**config.mk**
```make
export PLATFORM = sky130hd
export DESIGN_NAME = vga_timing_gen
export DESIGN_NICKNAME = d
export VERILOG_FILES = /design/src/rtl/vga_timing_pkg.sv /design/src/rtl/vga_sync_delay.sv /design/src/rtl/vga_timing_gen.sv
export SDC_FILE = /design/constraint.sdc
export NUM_CORES = 1
export LEC_CHECK = 0
export BUFFER_PORTS_ARGS = -buffer_cell sky130_fd_sc_hd__buf_2
export CORE_ASPECT_RATIO = 0.75
export CORE_MARGIN = 8
export CORE_UTILIZATION = 30
export DETAILED_ROUTE_END_ITERATION = 7
export MAX_ROUTING_LAYER = met4
export PLACE_DENSITY = 0.49
export REMOVE_ABC_BUFFERS = 1
export SYNTH_ARGS = -nofsm -noshare
export SYNTH_HDL_FRONTEND = slang
export SYNTH_SLANG_ARGS = --single-unit
```
**constraint.sdc**
```tcl
create_clock -name vga_clk -period 2.4 [get_ports vga_clk]
set_input_delay 0.48 -clock vga_clk [delete_from_list [all_inputs] [get_ports vga_clk]]
set_output_delay 0.48 -clock vga_clk [all_outputs]
set_load 0.05 [all_outputs]
```
**src/rtl/vga_timing_pkg.sv**
```systemverilog
// Shared VGA timing types and 640x480@60 defaults for the raster generator.
package vga_timing_pkg;

    localparam int COORD_W = 10;

    localparam int H_VISIBLE_DEF = 640;
    localparam int H_FP_DEF      = 16;
    localparam int H_SYNC_DEF    = 96;
    localparam int H_BP_DEF      = 48;
    localparam int H_TOTAL_DEF   = H_VISIBLE_DEF + H_FP_DEF + H_SYNC_DEF + H_BP_DEF;

    localparam int V_VISIBLE_DEF = 480;
    localparam int V_FP_DEF      = 10;
    localparam int V_SYNC_DEF    = 2;
    localparam int V_BP_DEF      = 33;
    localparam int V_TOTAL_DEF   = V_VISIBLE_DEF + V_FP_DEF + V_SYNC_DEF + V_BP_DEF;

    typedef logic [COORD_W-1:0] coord_t;

    typedef struct packed {
        logic hs;
        logic vs;
    } sync_t;

    // True while pos lies in the half-open window [lo, hi).
    function automatic logic sync_active(input coord_t pos, input coord_t lo, input coord_t hi);
        return (pos >= lo) && (pos < hi);
    endfunction

endpackage

```
**src/rtl/vga_sync_delay.sv**
```systemverilog
// Shift register for the hs/vs pair, advanced only on pixel enables.
// Stages reset to the idle sync level so no spurious pulse follows reset.
module vga_sync_delay
    import vga_timing_pkg::*;
#(
    parameter int    DEPTH   = 1,
    parameter sync_t RST_VAL = '0
) (
    input  logic  clk_i,
    input  logic  rst_i,
    input  logic  ce_i,
    input  sync_t sync_i,
    output sync_t sync_o
);

    sync_t [DEPTH-1:0] pipe_q;

    always_ff @(posedge clk_i or posedge rst_i) begin
        if (rst_i) begin
            pipe_q <= {DEPTH{RST_VAL}};
        end else if (ce_i) begin
            pipe_q[0] <= sync_i;
            for (int i = 1; i < DEPTH; i++) begin
                pipe_q[i] <= pipe_q[i-1];
            end
        end
    end

    assign sync_o = pipe_q[DEPTH-1];

endmodule

```
**src/rtl/vga_timing_gen.sv**
```systemverilog
// VGA raster timing: DrawX/DrawY scan, blank, hs/vs and line/frame pulses, all registered.
// Define VGA_SYNC_PIPE_EN to delay hs/vs by SYNC_DLY pixel advances.
module vga_timing_gen
    import vga_timing_pkg::*;
#(
    parameter int H_VISIBLE       = H_VISIBLE_DEF,
    parameter int H_FP            = H_FP_DEF,
    parameter int H_SYNC          = H_SYNC_DEF,
    parameter int H_BP            = H_BP_DEF,
    parameter int V_VISIBLE       = V_VISIBLE_DEF,
    parameter int V_FP            = V_FP_DEF,
    parameter int V_SYNC          = V_SYNC_DEF,
    parameter int V_BP            = V_BP_DEF,
    parameter int SYNC_ACTIVE_LOW = 1,
    parameter int SYNC_DLY        = 1
) (
    input  logic               vga_clk,
    input  logic               reset,
    input  logic               pix_ce,
    output logic [COORD_W-1:0] DrawX,
    output logic [COORD_W-1:0] DrawY,
    output logic               blank,
    output logic               hs,
    output logic               vs,
    output logic               frame_start,
    output logic               line_start
);

    localparam int H_TOTAL = H_VISIBLE + H_FP + H_SYNC + H_BP;
    localparam int V_TOTAL = V_VISIBLE + V_FP + V_SYNC + V_BP;

    if (H_TOTAL > 1024 || V_TOTAL > 1024) begin : g_bad_total
        $error("vga_timing_gen: H_TOTAL/V_TOTAL exceed the 10-bit counters");
    end
    if (H_FP < 1 || H_SYNC < 1 || H_BP < 1 || V_FP < 1 || V_SYNC < 1 || V_BP < 1) begin : g_bad_porch
        $error("vga_timing_gen: porch and sync widths must be at least 1");
    end

    localparam coord_t H_LAST   = coord_t'(H_TOTAL - 1);
    localparam coord_t V_LAST   = coord_t'(V_TOTAL - 1);
    localparam coord_t H_VIS_C  = coord_t'(H_VISIBLE);
    localparam coord_t V_VIS_C  = coord_t'(V_VISIBLE);
    localparam coord_t HS_START = coord_t'(H_VISIBLE + H_FP);
    localparam coord_t HS_END   = coord_t'(H_VISIBLE + H_FP + H_SYNC);
    localparam coord_t VS_START = coord_t'(V_VISIBLE + V_FP);
    localparam coord_t VS_END   = coord_t'(V_VISIBLE + V_FP + V_SYNC);
    localparam logic   SYNC_ON  = (SYNC_ACTIVE_LOW != 0) ? 1'b0 : 1'b1;
    localparam logic   SYNC_IDLE = ~SYNC_ON;

    coord_t x_q, x_d, y_q, y_d;
    logic   blank_q, blank_d;
    logic   hs_q, hs_d, vs_q, vs_d;
    logic   fs_q, fs_d, ls_q, ls_d;

    // Status is derived from the next position so every output describes the same pixel.
    always_comb begin
        x_d     = x_q;
        y_d     = y_q;
        blank_d = blank_q;
        hs_d    = hs_q;
        vs_d    = vs_q;
        fs_d    = 1'b0;
        ls_d    = 1'b0;
        if (pix_ce) begin
            if (x_q == H_LAST) begin
                x_d = '0;
                y_d = (y_q == V_LAST) ? '0 : y_q + 1'b1;
            end else begin
                x_d = x_q + 1'b1;
            end
            blank_d = (x_d < H_VIS_C) && (y_d < V_VIS_C);
            hs_d    = sync_active(x_d, HS_START, HS_END) ? SYNC_ON : SYNC_IDLE;
            vs_d    = sync_active(y_d, VS_START, VS_END) ? SYNC_ON : SYNC_IDLE;
            ls_d    = (x_d == '0);
            fs_d    = (x_d == '0) && (y_d == '0);
        end
    end

    always_ff @(posedge vga_clk or posedge reset) begin
        if (reset) begin
            x_q     <= H_LAST;
            y_q     <= V_LAST;
            blank_q <= 1'b0;
            hs_q    <= SYNC_IDLE;
            vs_q    <= SYNC_IDLE;
            fs_q    <= 1'b0;
            ls_q    <= 1'b0;
        end else begin
            x_q     <= x_d;
            y_q     <= y_d;
            blank_q <= blank_d;
            hs_q    <= hs_d;
            vs_q    <= vs_d;
            fs_q    <= fs_d;
            ls_q    <= ls_d;
        end
    end

    assign DrawX       = x_q;
    assign DrawY       = y_q;
    assign blank       = blank_q;
    assign frame_start = fs_q;
    assign line_start  = ls_q;

`ifdef VGA_SYNC_PIPE_EN
    if (SYNC_DLY < 1 || SYNC_DLY > 4) begin : g_bad_dly
        $error("vga_timing_gen: SYNC_DLY must be within 1..4");
    end

    sync_t sync_dly;

    vga_sync_delay #(
        .DEPTH   (SYNC_DLY),
        .RST_VAL (sync_t'({SYNC_IDLE, SYNC_IDLE}))
    ) u_sync_dly (
        .clk_i  (vga_clk),
        .rst_i  (reset),
        .ce_i   (pix_ce),
        .sync_i ({hs_q, vs_q}),
        .sync_o (sync_dly)
    );

    assign hs = sync_dly.hs;
    assign vs = sync_dly.vs;
`else
    localparam int unused_sync_dly = SYNC_DLY;

    assign hs = hs_q;
    assign vs = vs_q;
`endif

endmodule

```
==> flow_summary.yaml, run 1 <==
outcome:
  status: "finished clean"
cells_and_area:
  drive_gt1_frac: 0.325
  fillers: 676
  nNetsFinal: 242
  fin_util: 0.340
  diodes: 0
  synthToLayoutAreaGrowth_pct: 10.0
grt:
  grt_max_degree: 26
  grt_usage: 0.109
  grt_pass1_wl_mm: 8.05
  gr-total-overflow: 0
  grt_antenna_before_repair: 0
  grt_pass1_vias: 1570
logic_synthesis:
  syn-cell-area_mm2: 0.00193
  netlist_instances: 214
  synth_area_per_cell_um2: 9.03
  synth_seq_cells: 25
  synth-edff-count: 0
  synth_top_flop_cell: "dfrtp_1"
  yosysWarningCount: 0
  synth_seq_area_share: 0.331
  async_flop_share: 1.00
  synthDistinctLibCells: 61
drt:
  route.detailed.drc: 0
  detail-route-antenna-nets: 0
  drt-pass1-iter-count: 4
  vias: 1640
  vias_per_cell: 5.21
  dr.first_iter.drc_count: 159
  wl_mm: 4.72
  wl_per_cell_um: 15.0
clocking:
  insertion_delay_ns: 0.27
  clk_pin_slew_ns: 0.10
  cts_buffers: 3
  clkSinkCount: 25
  hold_buffers: 0
  cts_root_buf: "clkbuf_8"
  postCtsSetupBuffers: 0
  htree_levels: 1
  cts_tree: "yes"
  clockBufferDepth: 2
sta:
  max_clock_freq_mhz: 462
  setup_viol: 0
  timing_hold_violations_final: 0
  timing.final.ws_setup_ns: 0.234
  whs_ns: 0.238
  min_period_over_period: 0.903
  slew_headroom: 0.732
  slew_viol_final: 0
  skew_ns: 0.00554
  rsz0062_at_grt: "no"
  finalWorstPathRequiredPeriod_ns: 2.17
  max_slew.worst_pin.slew_ns: 0.391
  fin_tns_setup_ns: 0
run:
  cap_violations: 0
place:
  gp_congestion: 0.806
  port_buffers: 27
  dp_hpwl_mm: 3.52
  post-place-ws_ns: 0.202
setup_path:
  end_kind: "flop"
  critical_path_class: "reg -> reg"
  critPathMaxFanout: 18
  start_kind: "flop"
  arrival_ns: 2.35
  rrSetupSlack_ns: 0.23
  cp.required_ns: 2.59
floorplan:
  die_area_mm2: 0.00930
  coreArea_mm2: 0.00626
  initial_utilization: 0.309
  io_pins: 28
  dieWidth_um: 109
  fp.dieH_um: 85.5
  rows: 25
power_and_ir_drop:
  p_leak_nw: 0.919
  p_per_area_mw_per_mm2: 667
  vdd_drop_max_uv: 456
  power_mw: 1.42
worst_hold_path:
  hp-class: "in -> async"
## synth_stat cells (all sizes together), types with 4 or more instances
library cell	count	area, um^2
dfstp	12	315
and3	9	66.3
clkbuf	7	47.5
mux2	4	45.0
nor3	8	45.0
a21oi	12	60.1
nand4	8	56.3
o21ai	13	65.1
xnor2	10	87.6
ha	4	50.1
dfrtp	13	325
a31oi	7	43.8
nand2	21	78.8
inv	7	26.3
a21o	4	30.0
nor2	14	52.6
nand3	8	40.0
buf	12	101
## logic make-up (layout without fill, tap and decap cells)
group / after synthesis / in the layout / share of synthesized area
AOI/OAI and AO/OA: 56 / 56 / 0.206
xor gates and xnor gates: 13 / 13 / 0.0589
and+or+nand+nor: 85 / 85 / 0.254
DFF: 25 / 25 / 0.331
muxes: 4 / 4 / 0.0233
adders and majority gates: 4 / 4 / 0.0259
buffers and inverters: 27 / 47 / 0.100
## what timing repair did
item / 4_1_cts / 5_1_grt
endpoints found under the setup margin: 0 / 1
resized for setup: 0 / 1
hold endpoints to repair: 0 / 0
## stage by stage
stage	instance area (um^2)	instances
final	2130	315
after global routing	2130	315
after CTS	2120	315
after detailed placement	2070	311
after global placement	2070	311
after floorplan	1770	194
## layout by cell type (no fill, tap or decap), drive strengths merged, types with 4 or more instances in the layout
cell type	count
buf	36
nand2	21
nor2	14
dfrtp	13
o21ai	13
dfstp	12
a21oi	12
xnor2	10
and3	9
nand3	8
nand4	8
nor3	8
inv	7
a31oi	7
mux2	4
a21o	4
ha	4
## worst max-delay path, cell delays in order, from the launching register on
cell	delay, ns
dfstp_2	0.60
ha_1	0.18
and4_4	0.28
and3_4	0.32
o2111ai_1	0.24
nor4_4	0.21
o21ai_1	0.12
nor4_2	0.13
## where the power goes
part           total (mW)  switching [mW]  internal (mW)  leakage (nW)
Combinational       0.512           0.338          0.174         0.599
Clock               0.263           0.145          0.118        0.0217
Sequential          0.644           0.135          0.509         0.298
## worst paths after layout
check                                     startpoint                    end  cells after the start
worst max-delay path            DrawX[0]$_DFFE_PP1P_  frame_start$_DFF_PP0_                      7
worst min-delay path                           reset   DrawY[5]$_DFFE_PP0P_                      3
worst max register to register  DrawX[0]$_DFFE_PP1P_  frame_start$_DFF_PP0_                      7
worst min register to register        hs$_DFFE_PP1P_         hs$_DFFE_PP1P_                      2
max in group asynchronous                      reset         hs$_DFFE_PP1P_                      3
min in group vga_clk                  hs$_DFFE_PP1P_         hs$_DFFE_PP1P_                      2
## area by class of cell
cell class,instances,area [um^2],share of cell area
well taps,81,101,0.0476
inverters,7,26.3,0.0124
clock inverters,1,7.51,0.00353
multi-input cells,162,1110,0.521
flip-flops and latches,25,641,0.301
clock buffers,3,41.3,0.0194
repair buffers,36,203,0.0953
## metal layers
metal  global-route usage  share of wire  vias up
met3               0.0157          0.039        2
li1                     -              -      823
met2                0.153           0.44       35
met5                    -              0        -
met4               0.0359         0.0089        0
met1                0.154           0.51      780
## registers in the layout, summed over array words and instances, names as in the netlist
name         cells
DrawX           10
line_start       1
frame_start      1
blank            1
vs               1
DrawY           10
hs               1
(Power assumes the default switching activity.)
==> inputs of run 2 (changes only) <==
--- a/config.mk
+++ b/config.mk
@@ -6,13 +6,16 @@
 export NUM_CORES = 1
 export LEC_CHECK = 0
 export BUFFER_PORTS_ARGS = -buffer_cell sky130_fd_sc_hd__buf_2
+export CAP_MARGIN = 20
 export CORE_ASPECT_RATIO = 0.75
 export CORE_MARGIN = 8
 export CORE_UTILIZATION = 30
 export DETAILED_ROUTE_END_ITERATION = 7
+export GPL_TIMING_DRIVEN = 0
 export MAX_ROUTING_LAYER = met4
 export PLACE_DENSITY = 0.49
 export REMOVE_ABC_BUFFERS = 1
 export SYNTH_ARGS = -nofsm -noshare
 export SYNTH_HDL_FRONTEND = slang
+export SYNTH_HIERARCHICAL = 1
 export SYNTH_SLANG_ARGS = --single-unit
==> run 2 against run 1 <==
  * Combinational power decreased by 1%
  * Fmax shrank 4.9%
  * Synthesized cell count did not move
==> flow_summary.yaml, run 2 <==
outcome:
  status: "finished clean"
place:
  dp_hpwl_mm: 3.26
  port_buffers: 27
  gp_congestion: 0.829
  post_dp_cell_area_mm2: 0.00200
  place_inst: 302
floorplan:
  coreArea_mm2: 0.00626
  rows: 25
  initial_utilization: 0.309
  dieWidth_um: 109
  fp.dieH_um: 85.5
  io_pins: 28
  die_area_mm2: 0.00930
sta:
  fin_tns_setup_ns: 0
  max_clock_freq_mhz: 439
  timing_hold_violations_final: 0
  skew_ns: 0.00470
  rsz0062_at_grt: "yes"
  min_period_over_period: 0.949
  finalWorstPathRequiredPeriod_ns: 2.28
  setup_viol: 0
  max_slew.worst_pin.slew_ns: 0.555
  slew_viol_final: 0
  slew_headroom: 0.629
clocking:
  cts_root_buf: "clkbuf_8"
  cts_tree: "yes"
  hold_buffers: 0
  clkSinkCount: 25
  htree_levels: 1
  insertion_delay_ns: 0.27
  cts_buffers: 3
  clk_pin_slew_ns: 0.09
  clockBufferDepth: 2
logic_synthesis:
  syn-cell-area_mm2: 0.00193
  netlist_instances: 214
  synth_top_flop_cell: "dfrtp_1"
  synth_area_leader_cell: "dfrtp_1"
  synth-edff-count: 0
  yosys-top-cells-count: "21 x nand2_1, 14 x nor2_1, 13 x dfrtp_1"
  yosysWarningCount: 6
  yosysTopAreaCellShare: 0.168
  synth_seq_cells: 25
  synthDistinctLibCells: 61
  synth_area_per_cell_um2: 9.03
  synth_seq_area_share: 0.331
  synthTopCellsByArea: "dfrtp_1 17%, dfstp_2 16%, xnor2_1 4.5%, nand2_1 4.1%, buf_6 3.5%"
  async_flop_share: 1.00
  synth.most_common_cell: "nand2_1"
setup_path:
  cp.required_ns: 2.57
  crit_start: "DrawX[0]$_DFFE_PP1P_"
  rrSetupSlack_ns: 0.12
  critPathMaxFanout: 8
  cp_slowest_cell: "dfstp_2"
  path_cells: "ha_4, and4_4, and3_4, buf_12, buf_4, nand4_1, o2bb2a_4, o21ai_1, nor4_2"
  start_kind: "flop"
  reg2reg_from: "DrawX[0]$_DFFE_PP1P_"
  end_kind: "flop"
  arrival_ns: 2.45
  cp_slowest_stage_delay_ns: 0.62
  critical_path_class: "reg -> reg"
cells_and_area:
  nNetsFinal: 240
  fin_util: 0.345
  mostFrequentLayoutCells: "27 x buf_2, 20 x nand2_1, 14 x nor2_1"
  layout_commonest_cell: "buf_2"
  diodes: 0
  synthToLayoutAreaGrowth_pct: 11.7
  drive_gt1_frac: 0.332
  fin_cells: 313
  final_area_mm2: 0.00216
drt:
  detail-route-antenna-nets: 0
  top_layer: "met4"
  dr_wl_met3_um: 166
  route.detailed.drc: 0
  vias_per_cell: 5.34
  vias: 1672
  dr.first_iter.drc_count: 198
  wl_met2_mm: 2.10
  wl_mm: 4.77
  routedLengthMet1_mm: 2.47
  drt-pass1-iter-count: 4
  wl_per_cell_um: 15.2
run:
  cap_violations: 0
grt:
  grt_max_degree: 26
  grt_usage: 0.107
  grt_pass1_wl_mm: 7.88
  grt_antenna_before_repair: 0
  grt_pass1_vias: 1513
  gr-total-overflow: 0
power_and_ir_drop:
  p_leak_nw: 0.924
  power_mw: 1.42
  p_per_area_mw_per_mm2: 656
  vdd_drop_max_uv: 435
worst_hold_path:
  hp-class: "in -> async"
[run 2: area by class of cell]
class,instances,area (um^2)
Tap cell,81,101
Inverter,7,26.3
Multi-Input combinational cell,162,1120
Sequential cell,25,641
Clock buffer,4,45.0
Fill cell,663,4100
Timing Repair Buffer,34,220
[run 2: logic make-up (layout without fill, tap and decap cells)]
logic type                 count (synthesis)  count (layout)  share of synthesized area
adders and majority gates                  4               4                     0.0259
xor gates and xnor gates                  13              13                     0.0589
DFF                                       25              25                      0.331
and+or+nand+nor                           85              85                      0.254
muxes                                      4               4                     0.0233
AOI/OAI and AO/OA                         56              56                      0.206
buffers and inverters                     27              45                      0.100
[run 2: power breakdown]
| group | leakage, nW | switching [mW] | internal (mW) |
|---|---|---|---|
| logic | 0.604 | 0.332 | 0.175 |
| clock network | 0.0228 | 0.132 | 0.119 |
| registers | 0.298 | 0.147 | 0.510 |
| total | 0.924 | 0.611 | 0.804 |
[run 2: through the flow]
stage	hold slack, ns	setup WS (ns)
floorplan	0.498	0.0904
global placement	0.480	-0.0622
detailed placement	0.480	-0.0129
CTS	0.497	0.00352
global route	0.272	-0.00417
finish	0.249	0.123
[run 2: worst paths after layout]
kind,to,depth (start not counted)
min in group vga_clk,hs$_DFFE_PP1P_,2
worst max-delay path,frame_start$_DFF_PP0_,9
worst min register to register,hs$_DFFE_PP1P_,2
worst min-delay path,DrawY[4]$_DFFE_PP0P_,2
worst max register to register,frame_start$_DFF_PP0_,9
max in group asynchronous,DrawX[9]$_DFFE_PP1P_,3
[run 2: layer usage]
layer  vias to the layer above  track usage
met3                         2       0.0180
met2                        43        0.155
met5                         -            -
met1                       807        0.151
li1                        820            -
met4                         0       0.0248
[run 2: worst max-delay path: cells and delay by family, from the launching register on]
kind	cells	cell delay, ns
flip-flops	1	0.62
AO/OA/AOI/OAI	2	0.29
buffers and inverters	2	0.25
adder cells (fa/ha/maj)	1	0.19
AND/OR/NAND/NOR	4	0.83
[run 2: timing repair]
item                                   in CTS  in global routing
buffers inserted                            6                  0
pin swaps                                   2                  1
endpoints found under the hold margin       0                  0
setup endpoints to repair                   2                  4
resized for setup                           1                  4
==> inputs of run 3 (changes only) <==
==> constraint.sdc (replaced) <==
create_clock -name vga_clk -period 2.57 [get_ports vga_clk]
set_input_delay 0.514 -clock vga_clk [delete_from_list [all_inputs] [get_ports vga_clk]]
set_output_delay 0.514 -clock vga_clk [all_outputs]
set_load 0.05 [all_outputs]
==> run 3 against run 2 <==
  * Critical path depth shrank 1
  * First-iteration DRC count is 12% higher
  * Via count decreased by 3.1%
  * Non-clock buffer count decreased by 2
  * Largest power group unchanged
  * Critical endpoint is now blank$_DFFE_PP0P_
  * Critical path type unchanged
==> flow_summary.yaml, run 3 (synthesis gave the netlist of run 2 again) <==
outcome:
  status: "finished clean"
grt:
  grt_max_degree: 26
  grt_usage: 0.106
  gr-total-overflow: 0
  grt_pass1_vias: 1462
  grt_antenna_before_repair: 0
  grt_pass1_wl_mm: 7.82
sta:
  whs_ns: 0.283
  finalWorstPathRequiredPeriod_ns: 2.44
  rsz0062_at_grt: "no"
  skew_ns: 0.00592
  min_period_over_period: 0.949
  fin_tns_setup_ns: 0
  timing_hold_violations_final: 0
  slew_headroom: 0.626
  max_slew.worst_pin.slew_ns: 0.561
  setup_viol: 0
  timing.final.ws_setup_ns: 0.130
  slew_viol_final: 0
  max_clock_freq_mhz: 410
run:
  cap_violations: 0
setup_path:
  path_cells: "ha_2, and4_4, and3_4, buf_4, a21o_1, o2111ai_1, a31oi_1, o32ai_1"
  cp.required_ns: 2.70
  critical_path_class: "reg -> reg"
  start_kind: "flop"
  cp_slowest_cell: "dfstp_2"
  critPathMaxFanout: 11
  end_kind: "flop"
  cp_slowest_stage_delay_ns: 0.60
  arrival_ns: 2.57
  critPathTopFamily: "compound AO/OA/AOI/OAI gates"
  cp_num_buf_inv: 1
drt:
  wl_per_cell_um: 15.1
  top_layer: "met4"
  vias: 1621
  drt-pass1-iter-count: 4
  dr_wl_met3_um: 122
  wl_mm: 4.71
  detail-route-antenna-nets: 0
  route.detailed.drc: 0
  vias_per_cell: 5.21
  routedLengthMet1_mm: 2.51
  dr.first_iter.drc_count: 221
  wl_met2_mm: 2.04
power_and_ir_drop:
  vdd_drop_max_uv: 406
  p_leak_nw: 0.908
  p_per_area_mw_per_mm2: 620
floorplan:
  io_pins: 28
  rows: 25
  die_area_mm2: 0.00930
  initial_utilization: 0.309
  fp.dieH_um: 85.5
  coreArea_mm2: 0.00626
  dieWidth_um: 109
cells_and_area:
  synthToLayoutAreaGrowth_pct: 9.00
  layout_commonest_cell: "buf_2"
  mostFrequentLayoutCells: "27 x buf_2, 21 x nand2_1, 14 x nor2_1"
  fin_util: 0.337
  final_area_mm2: 0.00211
  drive_gt1_frac: 0.313
  nNetsFinal: 238
  diodes: 0
place:
  post_dp_cell_area_mm2: 0.00200
  port_buffers: 27
  post-place-ws_ns: 0.157
  gp_congestion: 0.829
  dp_hpwl_mm: 3.26
clocking:
  cts_tree: "yes"
  htree_levels: 1
  cts_buffers: 3
  hold_buffers: 0
  clk_pin_slew_ns: 0.09
  clockBufferDepth: 2
  insertion_delay_ns: 0.27
  clkSinkCount: 25
  cts_root_buf: "clkbuf_8"
worst_hold_path:
  hp-class: "in -> async"
-- run 3: cell count changes in the layout (fill, tap and decap cells not counted), sizes merged --
cell	change
buf	-2
-- run 3: metrics by stage --
stage / cells / total power, mW
CTS: 306 / 1.32
global placement: 302 / 1.07
detailed placement: 302 / 1.07
floorplan: 194 / 0.953
finish: 311 / 1.31
global route: 311 / 1.39
-- run 3: what timing repair did --
action                     4_1_cts  5_1_grt
resized for setup                0        1
setup buffers                    0        4
setup endpoints to repair        0        1
-- run 3: worst register-to-register path, delay by kind of cell, from the launching register on --
family / cells / cell delay [ns]
AND/OR/NAND/NOR: 2 / 0.55
buffers and inverters: 1 / 0.18
flip-flops: 1 / 0.60
adder cells (fa/ha/maj): 1 / 0.27
AO/OA/AOI/OAI: 4 / 0.71
-- run 3: worst paths after layout --
path	cells past startpoint	from	slack (ns)	end
max	8	DrawX[0]$_DFFE_PP1P_	0.13	blank$_DFFE_PP0P_
min	2	reset	0.28	DrawY[4]$_DFFE_PP0P_
max reg2reg	8	DrawX[0]$_DFFE_PP1P_	0.13	blank$_DFFE_PP0P_
min reg2reg	2	hs$_DFFE_PP1P_	0.50	hs$_DFFE_PP1P_
max in group asynchronous	3	reset	1.73	DrawX[9]$_DFFE_PP1P_
min in group vga_clk	2	hs$_DFFE_PP1P_	0.50	hs$_DFFE_PP1P_
-- run 3: final cells by class --
class / instances / area, um^2
repair buffers: 32 / 193
clock buffers: 4 / 45.0
multi-input cells: 162 / 1100
well taps: 81 / 101
flip-flops and latches: 25 / 641
fillers: 669 / 4150
inverters: 7 / 26.3
-- run 3: metal layers --
layer,vias to the layer above,global-route usage
li1,818,-
met1,767,0.151
met2,34,0.151
met3,2,0.0180
met4,0,0.0223
met5,-,-
-- run 3: where the power goes --
group	switching [mW]	internal, mW
clock network	0.124	0.111
logic	0.310	0.157
registers	0.129	0.476
total	0.562	0.743
